--- src/rtl/cdb_result_queue.sv ---
// rtl/cdb_result_queue.sv - in-order result buffer between one execution unit and the CDB arbiter
// Head entry is presented on a ready/ack interface until the arbiter grants a CDB slot.
module cdb_result_queue #(
  parameter int DEPTH     = 2,
  parameter int CNT_WIDTH = $clog2(DEPTH + 1),
  parameter int ROB_WIDTH = 6,
  parameter int EX_WIDTH  = 4
) (
  input  logic                 i_clk,
  input  logic                 i_rst,
  input  logic                 i_flush,
  input  logic                 i_in_valid,
  output logic                 o_in_ready,
  input  logic [ROB_WIDTH-1:0] i_in_reorder,
  input  logic [31:0]          i_in_data,
  input  logic [EX_WIDTH-1:0]  i_in_ex,
  output logic                 o_data_ready,
  output logic [ROB_WIDTH-1:0] o_data_reorder,
  output logic [31:0]          o_data,
  output logic [EX_WIDTH-1:0]  o_ex,
  input  logic                 i_data_ack,
  output logic [CNT_WIDTH-1:0] o_count,
  output logic                 o_overflow
);

  localparam int PTR_W = (DEPTH > 1) ? $clog2(DEPTH) : 1;
  localparam logic [PTR_W-1:0]     LAST_PTR = PTR_W'(DEPTH - 1);
  localparam logic [CNT_WIDTH-1:0] FULL_CNT = CNT_WIDTH'(DEPTH);

  logic [ROB_WIDTH-1:0] r_reorder_mem [DEPTH];
  logic [31:0]          r_data_mem    [DEPTH];
  logic [EX_WIDTH-1:0]  r_ex_mem      [DEPTH];

  logic [PTR_W-1:0]     r_head;
  logic [PTR_W-1:0]     r_tail;
  logic [CNT_WIDTH-1:0] r_count;
  logic                 r_overflow;

  logic w_in_ready;
  logic w_data_ready;
  logic w_push;
  logic w_pop;
  logic w_drop;

  // Pointers wrap explicitly so non-power-of-2 depths stay correct.
  function automatic logic [PTR_W-1:0] f_next(input logic [PTR_W-1:0] p);
    f_next = (p == LAST_PTR) ? '0 : p + PTR_W'(1);
  endfunction

  assign w_in_ready   = (r_count < FULL_CNT);
  assign w_data_ready = (r_count != '0);
  assign w_push       = i_in_valid && w_in_ready && !i_flush;
  assign w_pop        = w_data_ready && i_data_ack;
  assign w_drop       = i_in_valid && !w_in_ready && !i_flush;

  always_ff @(posedge i_clk) begin
    if (w_push) begin
      r_reorder_mem[r_tail] <= i_in_reorder;
      r_data_mem[r_tail]    <= i_in_data;
      r_ex_mem[r_tail]      <= i_in_ex;
    end
  end

  always_ff @(posedge i_clk or posedge i_rst) begin
    if (i_rst) begin
      r_head     <= '0;
      r_tail     <= '0;
      r_count    <= '0;
      r_overflow <= 1'b0;
    end else begin
      if (w_drop) begin
        r_overflow <= 1'b1;
      end
      // A flush also swallows any same-cycle push and pop.
      if (i_flush) begin
        r_head  <= '0;
        r_tail  <= '0;
        r_count <= '0;
      end else begin
        if (w_push) begin
          r_tail <= f_next(r_tail);
        end
        if (w_pop) begin
          r_head <= f_next(r_head);
        end
        if (w_push && !w_pop) begin
          r_count <= r_count + CNT_WIDTH'(1);
        end else if (w_pop && !w_push) begin
          r_count <= r_count - CNT_WIDTH'(1);
        end
      end
    end
  end

  assign o_in_ready     = w_in_ready;
  assign o_data_ready   = w_data_ready;
  assign o_data_reorder = w_data_ready ? r_reorder_mem[r_head] : '0;
  assign o_data         = w_data_ready ? r_data_mem[r_head]    : '0;
  assign o_ex           = w_data_ready ? r_ex_mem[r_head]      : '0;
  assign o_count        = r_count;
  assign o_overflow     = r_overflow;

endmodule

--- config.mk ---
export PLATFORM = sky130hd
export DESIGN_NAME = cdb_result_queue
export DESIGN_NICKNAME = d
export VERILOG_FILES = /design/src/rtl/cdb_result_queue.sv
export SDC_FILE = /design/constraint.sdc
export NUM_CORES = 1
export LEC_CHECK = 0
export CAP_MARGIN = 20
export CORE_MARGIN = 8
export CORE_UTILIZATION = 50
export CTS_CLUSTER_DIAMETER = 40
export DETAILED_ROUTE_END_ITERATION = 8
export PLACE_DENSITY = 0.82
export SYNTH_ARGS = -nofsm -noshare
export SYNTH_HDL_FRONTEND = slang
export SYNTH_SLANG_ARGS = --single-unit
--- constraint.sdc ---
create_clock -name i_clk -period 6.7 [get_ports i_clk]
set_input_delay 2.01 -clock i_clk [delete_from_list [all_inputs] [get_ports i_clk]]
set_output_delay 2.01 -clock i_clk [all_outputs]
set_load 0.01 [all_outputs]
==> results.toml <==
[clocking]
clkTransAtPathRegs_ns = 0.08
cts_tree = "yes"
cts-root-buf = "clkbuf_8"
htreeDepth = 3
cts_sinks = 89
cts_resized = 0
clock_latency_ns = 0.34
cts_buffer_depth = 2
cts_made_buffers = 9
cts_hold_buffers = 0
cts_setup_buffers = 0

[critical_path]
cp.required_ns = 4.69
cp-start-kind = "register"
crit_slowest_cell = "nor2_4"
crit_family = "simple AND/OR/NAND/NOR gates"
end_kind = "output port"
worst-path-buf-inv = 1
ff2ff_setup_slack_ns = 4.79
path_cells = "nor2_4 > nor2_1 > clkdlybuf4s50_1"
cp.arrival_ns = 2.33
critPathKind = "reg -> out"
cp_max_fo = 43
max_stage_delay_ns = 0.81

[power]
power.density_mw_per_mm2 = 251.0
leakage_nw = 1.551
vdd_ir_drop_max_mv = 0.1582

[placement]
hpwl_um = 4445
io_buffers = 93
placed_area_mm2 = 0.004447
gp_congestion = 0.7137

[yosys]
synth_cell_types = 22
ys_seq_area_frac = 0.7614
synth_area_leaders = "edfxtp_1 (73%), mux2i_1 (12%), nor2_1 (4.7%)"
synth_warnings = 0
syn_area_mm2 = 0.003477
synthArstFlopShare = 0.05618
synth_top_area_frac = 0.7254
ys_ff_latch = 89
netlist_instances = 206
synth_area_per_cell_um2 = 16.88
synth_enable_flop_cells = 84
synthesis.nets = 253
synth.most_common_cell = "edfxtp_1"
synthFlopType = "edfxtp_1"
ys_top_cells_by_count = "edfxtp_1 (84), nor2_1 (44), mux2i_1 (43), dfrtp_1 (5)"
synth_area_leader_cell = "edfxtp_1"

[floorplan]
ios = 94
core-area_mm2 = 0.006756
die_w_um = 99.39
die_h_um = 99.39
fp-row-count = 30
dieArea_mm2 = 0.009878
start_util = 0.5146

[timing]
setup-violations-final = 0
tightest_slew_ns = 1.015
rsz0062_at_grt = "false"
relSlewSlack = 0.3219
max_clock_freq_ghz = 0.2303
slew_viol_final = 0
layout_min_cycle_time_ns = 4.341
setup_tns_ns = 0
clock_skew_ns = 0.01093
finalCritPeriodShare = 0.6480
hold_violations = 0

[layout]
area_delta_synth_final_pct = 33.61
design_area_mm2 = 0.004646
diodes = 0
drive_above_1_share = 0.08387
nets = 352

[route]
drc = 0
wl_per_cell_um = 17.23
wl_um = 6719
dr.first_iter.drc_count = 85
viasPerCell = 5.128
firstDrtPassIters = 4
vias = 2000
ant_nets = 0

[global_route]
track_usage = 0.1363
grt_max_degree = 44
antenna_found_initial = 0
grt-ovfl-total = 0
first_global_vias = 2089
grt_pass1_wl_um = 10470

[run_status]
status = "completed"

[min_path]
hold_path_class = "reg -> reg"

[job]
maxCapViolations = 0
## metrics by stage
step           hold WS (ns)  utilization  power (mW)  cells  setup slack, ns
6_report             0.4773       0.6876       1.166    390            2.359
5_1_grt              0.4966       0.6876       1.212    390            2.146
4_1_cts              0.4769       0.6859       1.178    389            2.296
3_5_place_dp         0.4582       0.6581      0.8352    373            2.142
3_3_place_gp         0.4566       0.6581      0.8307    373            2.267
2_1_floorplan        0.5117            -      0.7450    206            1.014
## placed cells by master (no fill, tap or decap)
| cell type | Yosys | layout |
|---|---|---|
| mux2i_1 | 43 | 43 |
| nand2b_4 | 1 | 1 |
| dfrtp_2 | 0 | 1 |
| nor2_4 | 1 | 1 |
| buf_4 | 0 | 4 |
| xor2_1 | 2 | 2 |
| inv_2 | 1 | 1 |
| clkbuf_1 | 0 | 2 |
| a31o_2 | 1 | 1 |
| and2b_2 | 1 | 1 |
| nand2_1 | 1 | 1 |
| bufinv_16 | 0 | 1 |
| o21ai_0 | 2 | 2 |
| buf_6 | 2 | 1 |
| a21oi_1 | 2 | 2 |
| nor3b_2 | 0 | 1 |
| inv_1 | 3 | 3 |
| nor2_1 | 44 | 44 |
| a21o_1 | 1 | 1 |
| nor3_2 | 0 | 1 |
| nor2b_1 | 1 | 1 |
| clkbuf_8 | 0 | 9 |
| dfrtp_1 | 5 | 4 |
| clkinv_1 | 0 | 1 |
| edfxtp_1 | 84 | 84 |
| nand2b_1 | 1 | 1 |
| clkinvlp_4 | 0 | 3 |
| clkdlybuf4s50_1 | 0 | 93 |
## cell families after synthesis
group	share of synthesized area
muxes	0.1238
and+or+nand+nor	0.06549
xor gates and xnor gates	0.005039
buffers and inverters	0.03382
DFF	0.7614
AOI/OAI and AO/OA	0.01044
## path summary, 6_finish.rpt
check | end | start | cells after the start
setup / recovery | o_data[22] | o_count[1]$_DFFE_PP0P_ | 3
hold / removal | o_overflow$_DFFE_PP0P_ | o_overflow$_DFFE_PP0P_ | 1
setup reg to reg | r_reorder_mem[1][2]$_DFFE_PP_ | o_count[1]$_DFFE_PP0P_ | 3
hold reg to reg | o_overflow$_DFFE_PP0P_ | o_overflow$_DFFE_PP0P_ | 1
max in group asynchronous | r_head$_DFFE_PP0P_ | i_rst | 2
min in group asynchronous | o_overflow$_DFFE_PP0P_ | i_rst | 2
## cell type report
class,instances,area [um^2]
clock inverters,5,56.30
well taps,80,100.1
inverters,4,15.01
fillers,463,2111
multi-input cells,103,721.9
clock buffers,11,131.4
flip-flops and latches,89,2649
repair buffers,98,972.2
## flip-flops by register name, summed over array words and instances (netlist names)
signal	count
r_reorder_mem	12
o_count	2
r_tail	1
r_data_mem	64
r_ex_mem	8
o_overflow	1
r_head	1
## metal layers
layer | wire [um] | track usage
met1 | 2778 | 0.1630
met2 | 3345 | 0.2180
met3 | 513 | 0.04749
met4 | 80 | 0.05937
met5 | 0 | 0
## power by group
group	internal [mW]	switching (mW)	leakage [nW]
Combinational	0.0952	0.0805	0.634
Clock	0.171	0.174	0.0832
Sequential	0.636	0.00841	0.834
Total	0.903	0.263	1.55
Power figures use the tool's default switching activity.
